**src/rtl/ray_pkg.sv**
```systemverilog
// -----------------------------------------------------------------------------
// ray_pkg
// Shared definitions for the ray pipeline sink blocks.
//   COLOR_W           : default pixel colour width (RGB888)
//   IDX_W             : default pixel index width carried with each result
//   DIM_W             : frame dimension width (width / height / column / row)
//   collector_state_t : sequencing states of the pixel result collector
//   pixel_t           : one shaded result, colour plus the index it belongs to
// -----------------------------------------------------------------------------
package ray_pkg;

    localparam int COLOR_W = 24;
    localparam int IDX_W   = 32;
    localparam int DIM_W   = 13;

    typedef enum logic [1:0] {
        IDLE  = 2'd0,
        RUN   = 2'd1,
        DRAIN = 2'd2
    } collector_state_t;

    typedef struct packed {
        logic [COLOR_W-1:0] color;
        logic [IDX_W-1:0]   index;
    } pixel_t;

endpackage

```
**src/rtl/result_hold_slot.sv**
```systemverilog
// -----------------------------------------------------------------------------
// result_hold_slot
// One-entry valid/ready holding register for a single tracer core.
// The entry is filled by an in_valid/in_ready handshake and freed by consume.
// in_ready only depends on registered state, so a consumed entry reopens one
// cycle later and the core sustains at most one result every two cycles.
//   clk, reset_n : clock, synchronous active-low reset
//   enable       : slot may accept results (collector running, core active)
//   flush        : drop any held entry (new frame)
//   in_valid     : core result valid
//   in_ready     : slot can accept a result this cycle
//   in_data      : core result payload
//   consume      : collector takes the held entry this cycle
//   hold_valid   : entry occupied
//   hold_data    : held payload
// -----------------------------------------------------------------------------
module result_hold_slot
    import ray_pkg::*;
#(
    parameter type data_t = pixel_t
) (
    input  logic  clk,
    input  logic  reset_n,
    input  logic  enable,
    input  logic  flush,
    input  logic  in_valid,
    output logic  in_ready,
    input  data_t in_data,
    input  logic  consume,
    output logic  hold_valid,
    output data_t hold_data
);

    logic fill;

    assign in_ready = enable && !hold_valid;
    assign fill     = in_valid && in_ready;

    // NOTE: sequential state uses non-blocking assignments so every register
    // samples the pre-edge values and the order of statements cannot matter.
    always_ff @(posedge clk) begin
        if (!reset_n || flush) begin
            hold_valid <= 1'b0;
        end else if (consume) begin
            hold_valid <= 1'b0;
        end else if (fill) begin
            hold_valid <= 1'b1;
        end
    end

    // NOTE: the payload register has no reset; it is only observed while
    // hold_valid is set, so resetting it would just add reset fan-out.
    always_ff @(posedge clk) begin
        if (fill) begin
            hold_data <= in_data;
        end
    end

endmodule

```
**src/rtl/pixel_result_collector.sv**
```systemverilog
// -----------------------------------------------------------------------------
// pixel_result_collector
// Sink end of the ray pipeline. Tracer cores interleave pixel indices (core c
// owns c, c+N, c+2N, ...). Results are parked in one hold slot per core and
// re-serialised into raster order on a single valid/ready pixel stream with
// start-of-frame (out_user) and end-of-line (out_last) markers. The carried
// index of every result is compared with the expected raster index; any
// mismatch, or any result offered by an inactive core, sets seq_error.
//   clk, reset_n             : clock, synchronous active-low reset
//   start                    : frame start pulse, honoured only in IDLE
//   image_width/height       : frame dimensions, latched on start
//   op_code                  : active cores minus one, latched on start
//   res_valid/ready          : per-core result handshake
//   res_color/res_index      : packed per-core payloads, core c at slice c
//   out_valid/ready          : output pixel handshake
//   out_data                 : output colour
//   out_user                 : first pixel of the frame
//   out_last                 : last pixel of a line
//   busy                     : frame in progress (RUN or DRAIN)
//   frame_done               : one-cycle pulse after the final pixel leaves
//   seq_error                : sticky index/protocol error, cleared on start
// -----------------------------------------------------------------------------
module pixel_result_collector
    import ray_pkg::DIM_W, ray_pkg::collector_state_t, ray_pkg::IDLE, ray_pkg::RUN, ray_pkg::DRAIN;
#(
    parameter int MAX_CORES = 4,
    parameter int COLOR_W   = ray_pkg::COLOR_W,
    parameter int IDX_W     = ray_pkg::IDX_W
) (
    input  logic                         clk,
    input  logic                         reset_n,
    input  logic                         start,
    input  logic [DIM_W-1:0]             image_width,
    input  logic [DIM_W-1:0]             image_height,
    input  logic [1:0]                   op_code,
    input  logic [MAX_CORES-1:0]         res_valid,
    output logic [MAX_CORES-1:0]         res_ready,
    input  logic [MAX_CORES*COLOR_W-1:0] res_color,
    input  logic [MAX_CORES*IDX_W-1:0]   res_index,
    output logic                         out_valid,
    input  logic                         out_ready,
    output logic [COLOR_W-1:0]           out_data,
    output logic                         out_user,
    output logic                         out_last,
    output logic                         busy,
    output logic                         frame_done,
    output logic                         seq_error
);

    localparam int SEL_W = (MAX_CORES > 1) ? $clog2(MAX_CORES) : 1;

    // Same layout as ray_pkg::pixel_t, but sized by this instance's parameters.
    typedef struct packed {
        logic [COLOR_W-1:0] color;
        logic [IDX_W-1:0]   index;
    } result_t;

    collector_state_t state, next_state;

    logic [DIM_W-1:0]     width_q;
    logic [DIM_W-1:0]     height_q;
    logic [DIM_W-1:0]     col;
    logic [DIM_W-1:0]     row;
    logic [1:0]           last_core;     // N-1 of the running frame
    logic [MAX_CORES-1:0] active_mask;   // bit c set when core c < N
    logic [SEL_W-1:0]     core_sel;      // exp_idx mod N, kept as a wrapping count
    logic [IDX_W-1:0]     exp_idx;

    logic [MAX_CORES-1:0] hold_valid;
    logic [MAX_CORES-1:0] slot_ready;
    logic [MAX_CORES-1:0] consume;
    result_t              slot_in   [MAX_CORES];
    result_t              hold_data [MAX_CORES];

    logic    running;
    logic    dims_ok;
    logic    start_frame;
    logic    sel_valid;
    result_t sel_data;
    logic    load;
    logic    out_fire;
    logic    line_end;
    logic    frame_end;
    logic    drop_inactive;

    assign running     = (state == RUN);
    assign busy        = (state != IDLE);
    assign dims_ok     = (image_width != '0) && (image_height != '0);
    assign start_frame = (state == IDLE) && start && dims_ok;

    // ------------------------------------------------------------------
    // Per-core hold slots. Inactive cores bypass their slot: they are kept
    // ready while running so a misbehaving core cannot stall the frame, and
    // whatever they offer is discarded and flagged.
    // ------------------------------------------------------------------
    for (genvar c = 0; c < MAX_CORES; c++) begin : g_slot
        assign slot_in[c] = {res_color[c*COLOR_W +: COLOR_W], res_index[c*IDX_W +: IDX_W]};

        result_hold_slot #(
            .data_t (result_t)
        ) u_slot (
            .clk        (clk),
            .reset_n    (reset_n),
            .enable     (running && active_mask[c]),
            .flush      (start_frame),
            .in_valid   (res_valid[c]),
            .in_ready   (slot_ready[c]),
            .in_data    (slot_in[c]),
            .consume    (consume[c]),
            .hold_valid (hold_valid[c]),
            .hold_data  (hold_data[c])
        );

        assign res_ready[c] = running && (active_mask[c] ? slot_ready[c] : 1'b1);
    end

    assign drop_inactive = running && ((res_valid & ~active_mask) != '0);

    // ------------------------------------------------------------------
    // Raster sequencing: only the slot owning the next raster index may
    // feed the output register, so arrival order across cores is irrelevant.
    // ------------------------------------------------------------------
    assign sel_valid = hold_valid[core_sel];
    assign sel_data  = hold_data[core_sel];
    assign load      = running && sel_valid && (!out_valid || out_ready);
    assign out_fire  = out_valid && out_ready;
    assign line_end  = (col == width_q - DIM_W'(1));
    assign frame_end = line_end && (row == height_q - DIM_W'(1));

    // NOTE: every signal written in an always_comb gets a default first, so
    // no path through the block leaves it unassigned and no latch is inferred.
    always_comb begin
        consume = '0;
        if (load) begin
            consume[core_sel] = 1'b1;
        end
    end

    // ------------------------------------------------------------------
    // State machine
    // ------------------------------------------------------------------
    always_ff @(posedge clk) begin
        if (!reset_n) begin
            state <= IDLE;
        end else begin
            state <= next_state;
        end
    end

    always_comb begin
        next_state = state;
        unique case (state)
            IDLE:    if (start_frame)        next_state = RUN;
            RUN:     if (load && frame_end)  next_state = DRAIN;
            DRAIN:   if (out_fire)           next_state = IDLE;
            default:                         next_state = IDLE;
        endcase
    end

    // ------------------------------------------------------------------
    // Frame parameters, raster counters, output register and status
    // ------------------------------------------------------------------
    always_ff @(posedge clk) begin
        if (!reset_n) begin
            width_q     <= '0;
            height_q    <= '0;
            last_core   <= '0;
            active_mask <= '0;
            exp_idx     <= '0;
            col         <= '0;
            row         <= '0;
            core_sel    <= '0;
            out_valid   <= 1'b0;
            out_data    <= '0;
            out_user    <= 1'b0;
            out_last    <= 1'b0;
            frame_done  <= 1'b0;
            seq_error   <= 1'b0;
        end else begin
            frame_done <= 1'b0;

            if (state == IDLE && start) begin
                seq_error <= 1'b0;
                if (dims_ok) begin
                    width_q   <= image_width;
                    height_q  <= image_height;
                    last_core <= op_code;
                    for (int c = 0; c < MAX_CORES; c++) begin
                        active_mask[c] <= (c <= int'(op_code));
                    end
                    exp_idx  <= '0;
                    col      <= '0;
                    row      <= '0;
                    core_sel <= '0;
                end else begin
                    // Empty frame: nothing to stream, report completion at once.
                    frame_done <= 1'b1;
                end
            end

            if (state == DRAIN && out_fire) begin
                frame_done <= 1'b1;
            end

            if (load) begin
                out_valid <= 1'b1;
                out_data  <= sel_data.color;
                out_user  <= (exp_idx == '0);
                out_last  <= line_end;
                exp_idx   <= exp_idx + IDX_W'(1);
                if (line_end) begin
                    col <= '0;
                    row <= row + DIM_W'(1);
                end else begin
                    col <= col + DIM_W'(1);
                end
                if (int'(core_sel) == int'(last_core)) begin
                    core_sel <= '0;
                end else begin
                    core_sel <= core_sel + SEL_W'(1);
                end
            end else if (out_ready) begin
                out_valid <= 1'b0;
            end

            // A mismatched result is still forwarded; only the flag records it.
            if ((load && (sel_data.index != exp_idx)) || drop_inactive) begin
                seq_error <= 1'b1;
            end
        end
    end

endmodule

```
**config.mk**
```make
export PLATFORM = sky130hd
export DESIGN_NAME = pixel_result_collector
export DESIGN_NICKNAME = d
export VERILOG_FILES = /design/src/rtl/ray_pkg.sv /design/src/rtl/result_hold_slot.sv /design/src/rtl/pixel_result_collector.sv
export SDC_FILE = /design/constraint.sdc
export NUM_CORES = 1
export LEC_CHECK = 0
export CAP_MARGIN = 20
export CORE_MARGIN = 4
export CORE_UTILIZATION = 47
export DETAILED_ROUTE_END_ITERATION = 7
export HOLD_SLACK_MARGIN = 0.08
export PLACE_DENSITY = 0.74
export SETUP_SLACK_MARGIN = 0.5
export SYNTH_ARGS = -nofsm -noshare
export SYNTH_HDL_FRONTEND = slang
export SYNTH_SLANG_ARGS = --single-unit
```
**constraint.sdc**
```tcl
create_clock -name clk -period 6.3 [get_ports clk]
set_input_delay 1.89 -clock clk [delete_from_list [all_inputs] [get_ports clk]]
set_output_delay 1.89 -clock clk [all_outputs]
set_load 0.03 [all_outputs]
```
Yosys cells after proc, flatten, opt, wreduce, memory -nomap -nowiden --
Index checks and enable logic that the tools add are counted.
Word-level totals: bits of input ports 260, output and inout bits 34, register bits 351, logic and storage cells 143
Cells by class: $lt $le $gt $ge 6, bitwise gates (word level) 3, reduce and logical (&&, ||, !) cells 54, add/sub/neg operators 6, equal/unequal tests 9, mux-type cells 38
Operator list (number):
- $bmux W56 S2 | 1
- $mux W56 | 2
- $mux W13 | 8
- $mux W32 | 3
- $add A32 B1 Y32 const B | 1
- $logic_not A32 Y1 | 1
- $ne A32 B32 Y1 | 1
- $logic_and A1 B1 Y1 | 28
- $add A13 B1 Y13 const B | 2
- $eq A13 B13 Y1 | 2
- $reduce_bool A13 Y1 | 2
- $sub A13 B1 Y13 const B | 2
- $mux W2 | 7
- $mux W1 | 13
- $reduce_bool A2 Y1 | 5
- $reduce_or A2 Y1 | 4
- $logic_not A1 Y1 | 6
- $pmux W2 S3 | 1
- $and A4 B4 Y4 | 1
- $le A2 B2 Y1 const A | 2
- $mux W4 | 1
- $ne A2 B1 Y1 const B | 2
- $not A4 Y4 | 1
- $reduce_and A2 Y1 | 2
- 16 further kinds | 18

Longest topological paths before layout --
depth after elaboration 8, mapped depth 11

By module --
Synthesis repeated with hierarchy kept, for this count alone.
Unflattened totals: cells, all modules 1169, area total of the unflattened synthesis 14934.3 sq um
By module, submodules not included:
- pixel_result_collector | cells each 925, instances 1, area each 7987.7 sq um, sequential area each 2462.4 sq um
- result_hold_slot | cells each 61, instances 4, area each 1736.7 sq um, sequential area each 1701.6 sq um

Worst setup path before layout --
OpenSTA, ideal clock, no wires.
kind input to register, start input res_valid[1], end register, netlist name g_slot[1].u_slot.hold_data[0], path slack -0.035 ns, buffers on the path 0, data arrival time 5.794 ns, required time 5.759 ns, stages on the path 2, cells stage by stage nand2_1 > nor3_1
On the way: longest elaborated chain between the ends 1
RTL lines:
- start, declared | RTL line pixel_result_collector.sv:36 | input logic [MAX_CORES-1:0] res_valid,
- $logic_and A1 B1 Y1 | RTL line result_hold_slot.sv:37 | assign fill = in_valid && in_ready;
- named net g_slot[1].u_slot.fill | RTL line result_hold_slot.sv:34 | logic fill;
The timed path passes the listed nets, and every way through them passes these cells. A chain may end at the register's enable or synchronous reset.

Final worst setup path --
start register state[0], end output res_ready[3]
On the way: longest elaborated chain between the ends 5
RTL lines:
- start, declared | RTL line pixel_result_collector.sv:58 | collector_state_t state, next_state;
- start signal, assigned | RTL line pixel_result_collector.sv:146 | state <= next_state;
- $eq A2 B1 Y1 * | RTL line pixel_result_collector.sv:86 | assign running = (state == RUN);
- $logic_and A1 B1 Y1 | RTL line pixel_result_collector.sv:104 | .enable (running && active_mask[c]),
- $logic_and A1 B1 Y1 | RTL line result_hold_slot.sv:36 | assign in_ready = enable && !hold_valid;
- $mux W1 | RTL line pixel_result_collector.sv:114 | assign res_ready[c] = running && (active_mask[c] ? slot_ready[c] : 1'b1);
- $logic_and A1 B1 Y1 * | RTL line pixel_result_collector.sv:114
- end, declared | RTL line pixel_result_collector.sv:37 | output logic [MAX_CORES-1:0] res_ready,
Mark *: on every way between the ends. The rest lies on a longest branch, timed or not.

==> summary.md <==
| Metric | Value |
|---|---|
| Final clock period utilization by the worst path | around 67% |
| First-pass DRT Iterations | 5 |
| Clock sink total | 351 |
| Growth of design area from synthesis to finish | 31.05% |
| Die Y | between 150 and 200 um |
| Highest-count cells in the layout ignoring fill and taps | sky130_fd_sc_hd__clkdlybuf4s50_1, sky130_fd_sc_hd__edfxtp_1, sky130_fd_sc_hd__dfxtp_1, sky130_fd_sc_hd__nand2_1, sky130_fd_sc_hd__mux4_2 |
| Final hold viol count | 0 |
| Power density over cell area | 265.6 mW/mm^2 |
| Worst-case reg-to-reg path depth | 6 |
| Post-synthesis register bit count | 351 |
| Number of flops mapped to enable cells by yosys | 224 |
| Global placement routability congestion | 0.8281 |
| Count of routing violations after the opening detailed-route iteration | 656 |
| All-Layer GR Usage | 21.26% |
| Adder-cell share of the synthesized area | 0.8260% |
| Share of the synthesized area in compound gates (AO/OA/AOI/OAI) | 7.095% |
| Startpoint of the most critical hold path | out_data[14]$_SDFFE_PN0P_ |
| Endpoint of the worst hold-timing path | out_data[14]$_SDFFE_PN0P_ |
| Max Clock Freq | roughly 240 MHz |
| Largest driver fanout on the critical path | 8 |
| Number of antenna violations at the first check in global routing | 4 |
| Post-CTS setup-driven buffer insertion count | 0 |
| Largest clock skew in the final design | 0.01678 ns |
| Worst ir drop on vdd | 211.3 uV |
| Netlist Area Pre-Place | about 0.015 mm^2 |
| Syn nets | 1424 |
| Total half-perimeter wirelength after legalization and detailed placement | roughly 26000 um |
| Number of instances on the worst hold path | 2 |
| Filler instances | 2333 |
| Fin. max-slew vios | 0 |
| Kind of start point of the critical path | flip-flop |
| Clk Tree Root Cell | sky130_fd_sc_hd__clkbuf_16 |
| Routed vias | about 10000 |
| Clock period minus worst slack | 4.223 ns |
| Final routed wirelength across all metal layers | 38100 um |
| Most frequent standard cell in the layout excluding fill and tap cells | sky130_fd_sc_hd__clkdlybuf4s50_1 |
| Placeable Area | 0.03164 mm^2 |
| Async set-reset flop share out of synthesis | 0% |
| Count of cell types in the netlist | 62 |
| CTS max path bufs | 3 |
| Chip Width | 187.5 um |
| Post-route antenna net violation count | 0 |
| Outcome | finished, final reports clean |
| Internal reg-to-reg setup slack | ~3.1 ns |
| Placement Cell Area | 0.01849 mm^2 |
| Static Leakage | 0.006812 uW |
| Kind of end point of the critical path | output port |
| Post-CTS sizing | 0 |
| Transition time at the pin with the least slew margin | around 0.95 ns |
| RR Startpoint | core_sel[0]$_SDFFE_PN0P_ |
| Clock slew at the register clock pins of the worst setup and hold paths | roughly 0.060 ns |
| Worst Slack Setup Final | 2.077 ns |
| Pre-CTS setup slack | 1.709 ns |
| CTS tree | done |
| Clock latency at the later pin of the worst-skew pair | roughly 0.53 ns |
| Ratio of cells with drive above 1 in the final layout | 10.22% |
| Capturing point of the worst reg2reg path | seq_error$_SDFFE_PN0P_ |
| Wire length of the first global-routing pass | 59380 um |
| Starting density of the core | 47.88% |
| Post-CTS Hold Fix Bufs | 0 |
| Critical setup path kind | reg2out |
| Setup repair after global routing missed its margin | no |
| Total CTS buffers | 38 |
| Register area share after synthesis | about three fifths |
| Worst hold path class | reg2reg |
| Arrival @ worst endpoint | 2.33 ns |
| Number of port buffers | 293 |
| Number of setup violations in the final report | 0 |
| H-tree lvl count | 2 |
| Leftover overflow at the end of global routing | 0 |
| Avg WL per Cell | 20.34 um |
| Data required time at the worst endpoint | about 4.4 ns |
| Multiplexer share of the synthesized area | 11.30% |
| Cell area after layout | 0.01985 mm^2 |
| Primary flip-flop cell chosen by synthesis mapping | sky130_fd_sc_hd__edfxtp_1 |
| Post-synthesis average cell area | around 13 um^2 |
| DIE AREA | 0.03517 mm^2 |
| Number of nets in the layout | approximately 1700 |
| DR DRC count | 0 |
| Max-cap check violation count | 0 |
| Combinational family with the most area after synthesis | simple AND/OR/NAND/NOR gates |
| Number of core rows | 65 |
| Tightest slew margin relative to the limit | roughly 37% |
| Number of cells produced by synthesis | 1154 |
| Vias in the first global route | 10580 |
| Area share of xor/xnor cells in the synthesized design | 4.221% |
| I/O pins | 294 |
| Number of synthesis warnings | 0 |
| Largest net degree at the start of global routing | 103 |
| Setup Total Neg Slack | 0 ns |
| Synth Area in Simple Gates | about an eighth |
| Via/cell ratio | 5.458 |
==> synthesized netlist by cell type (7+ instances only) <==
cell	count	area share, %
sky130_fd_sc_hd__edfxtp_1	224	44
sky130_fd_sc_hd__dfxtp_1	127	17
sky130_fd_sc_hd__nand2_1	122	3.0
sky130_fd_sc_hd__mux4_2	55	8.2
sky130_fd_sc_hd__nor2_1	48	1.2
sky130_fd_sc_hd__mux2i_1	45	3.0
sky130_fd_sc_hd__clkbuf_1	42	1.0
sky130_fd_sc_hd__xnor2_1	42	2.4
sky130_fd_sc_hd__nor2b_1	37	1.5
sky130_fd_sc_hd__a21boi_0	35	1.7
sky130_fd_sc_hd__xor2_1	31	1.8
sky130_fd_sc_hd__and3_1	26	1.1
sky130_fd_sc_hd__a21oi_1	25	0.83
sky130_fd_sc_hd__nand3_1	25	0.83
sky130_fd_sc_hd__o21ai_0	21	0.69
sky130_fd_sc_hd__and2_1	20	0.83
sky130_fd_sc_hd__nand4_1	19	0.78
sky130_fd_sc_hd__nor3_1	19	0.63
sky130_fd_sc_hd__inv_1	17	0.42
sky130_fd_sc_hd__nor4_1	17	0.70
sky130_fd_sc_hd__o211ai_1	13	0.64
sky130_fd_sc_hd__buf_2	11	0.36
sky130_fd_sc_hd__or3_1	11	0.45
sky130_fd_sc_hd__a21o_1	10	0.50
sky130_fd_sc_hd__ha_1	10	0.83
sky130_fd_sc_hd__o21a_1	8	0.40
sky130_fd_sc_hd__and3b_1	7	0.40
sky130_fd_sc_hd__buf_1	7	0.17
sky130_fd_sc_hd__nand2b_1	7	0.29
sky130_fd_sc_hd__or2_2	7	0.29
==> worst max-delay path, stage by stage (launching register included) <==
cell and delay, ns:
sky130_fd_sc_hd__dfxtp_1 0.45, sky130_fd_sc_hd__nand2_1 0.36, sky130_fd_sc_hd__a21oi_1 0.28, sky130_fd_sc_hd__clkdlybuf4s50_1 0.72
==> final cells by class <==
class / count / area (um^2) / area share [%]
sequential: 351 / 9276 / 46.73
multi-input combinational: 726 / 5633 / 28.38
timing repair buffer: 305 / 3018 / 15.20
clock buffer: 52 / 1033 / 5.206
tap: 402 / 503.0 / 2.534
clock inverter: 17 / 316.6 / 1.595
inverter: 17 / 63.81 / 0.3214
antenna: 3 / 7.507 / 0.03782
==> worst max-delay path by stage <==
stage,endpoint,start,slack [ns]
5_1_grt,res_ready[1],state[0]$_SDFFE_PN0P_,1.92
4_1_cts,res_ready[3],state[0]$_SDFFE_PN0P_,2.03
6_report,res_ready[3],state[0]$_SDFFE_PN0P_,2.08
3_3_place_gp,row[0]$_SDFF_PN0_,image_width[12],1.77
3_5_place_dp,row[0]$_SDFF_PN0_,image_width[12],1.71
2_1_floorplan,g_slot[1].u_slot.hold_data[0]$_DFFE_PP_,res_valid[1],1.71
==> logic make-up (layout without fill, tap and decap cells) <==
group,after synthesis,after routing
simple gates,388,388
flops,351,351
compound gates,153,153
mux,102,102
buf+inv,77,391
xor+xnor,73,73
fa+ha+maj,10,10
other cells,0,3
==> flip-flops by register name, summed over array words and instances, names as in the netlist <==
signal,cells
core_sel,2
g_slot.u_slot.hold_valid,4
exp_idx,32
out_last,1
col,13
state,2
out_user,1
height_q,13
row,13
last_core,2
out_data,24
out_valid,1
frame_done,1
width_q,13
active_mask,4
seq_error,1
g_slot.u_slot.hold_data,224
==> power breakdown <==
part           leakage (uW)  internal [uW]  switching, uW
Clock              0.000644           1490            899
Sequential          0.00305           2480           28.3
Combinational       0.00312            222            154
==> per-layer routing <==
layer | vias up | global-route usage (%) | wire [um]
li1 | 4885 | - | -
met1 | 4966 | 28.23 | 15980
met2 | 321 | 35.52 | 18700
met3 | 49 | 4.728 | 2490
met4 | 2 | 5.985 | 910
met5 | - | 0 | 13
==> per-stage QoR <==
stage	hold WS (ns)	power [uW]	util (%)	instances
2_1_floorplan	0.4568	2708	-	1154
3_3_place_gp	0.4529	2926	58.46	1801
3_5_place_dp	0.4593	2932	58.46	1801
4_1_cts	0.4672	5313	62.72	1870
5_1_grt	0.4891	5446	62.75	1873
6_report	0.4643	5272	62.75	1873
No activity file was read; power rests on OpenSTA's default activity.
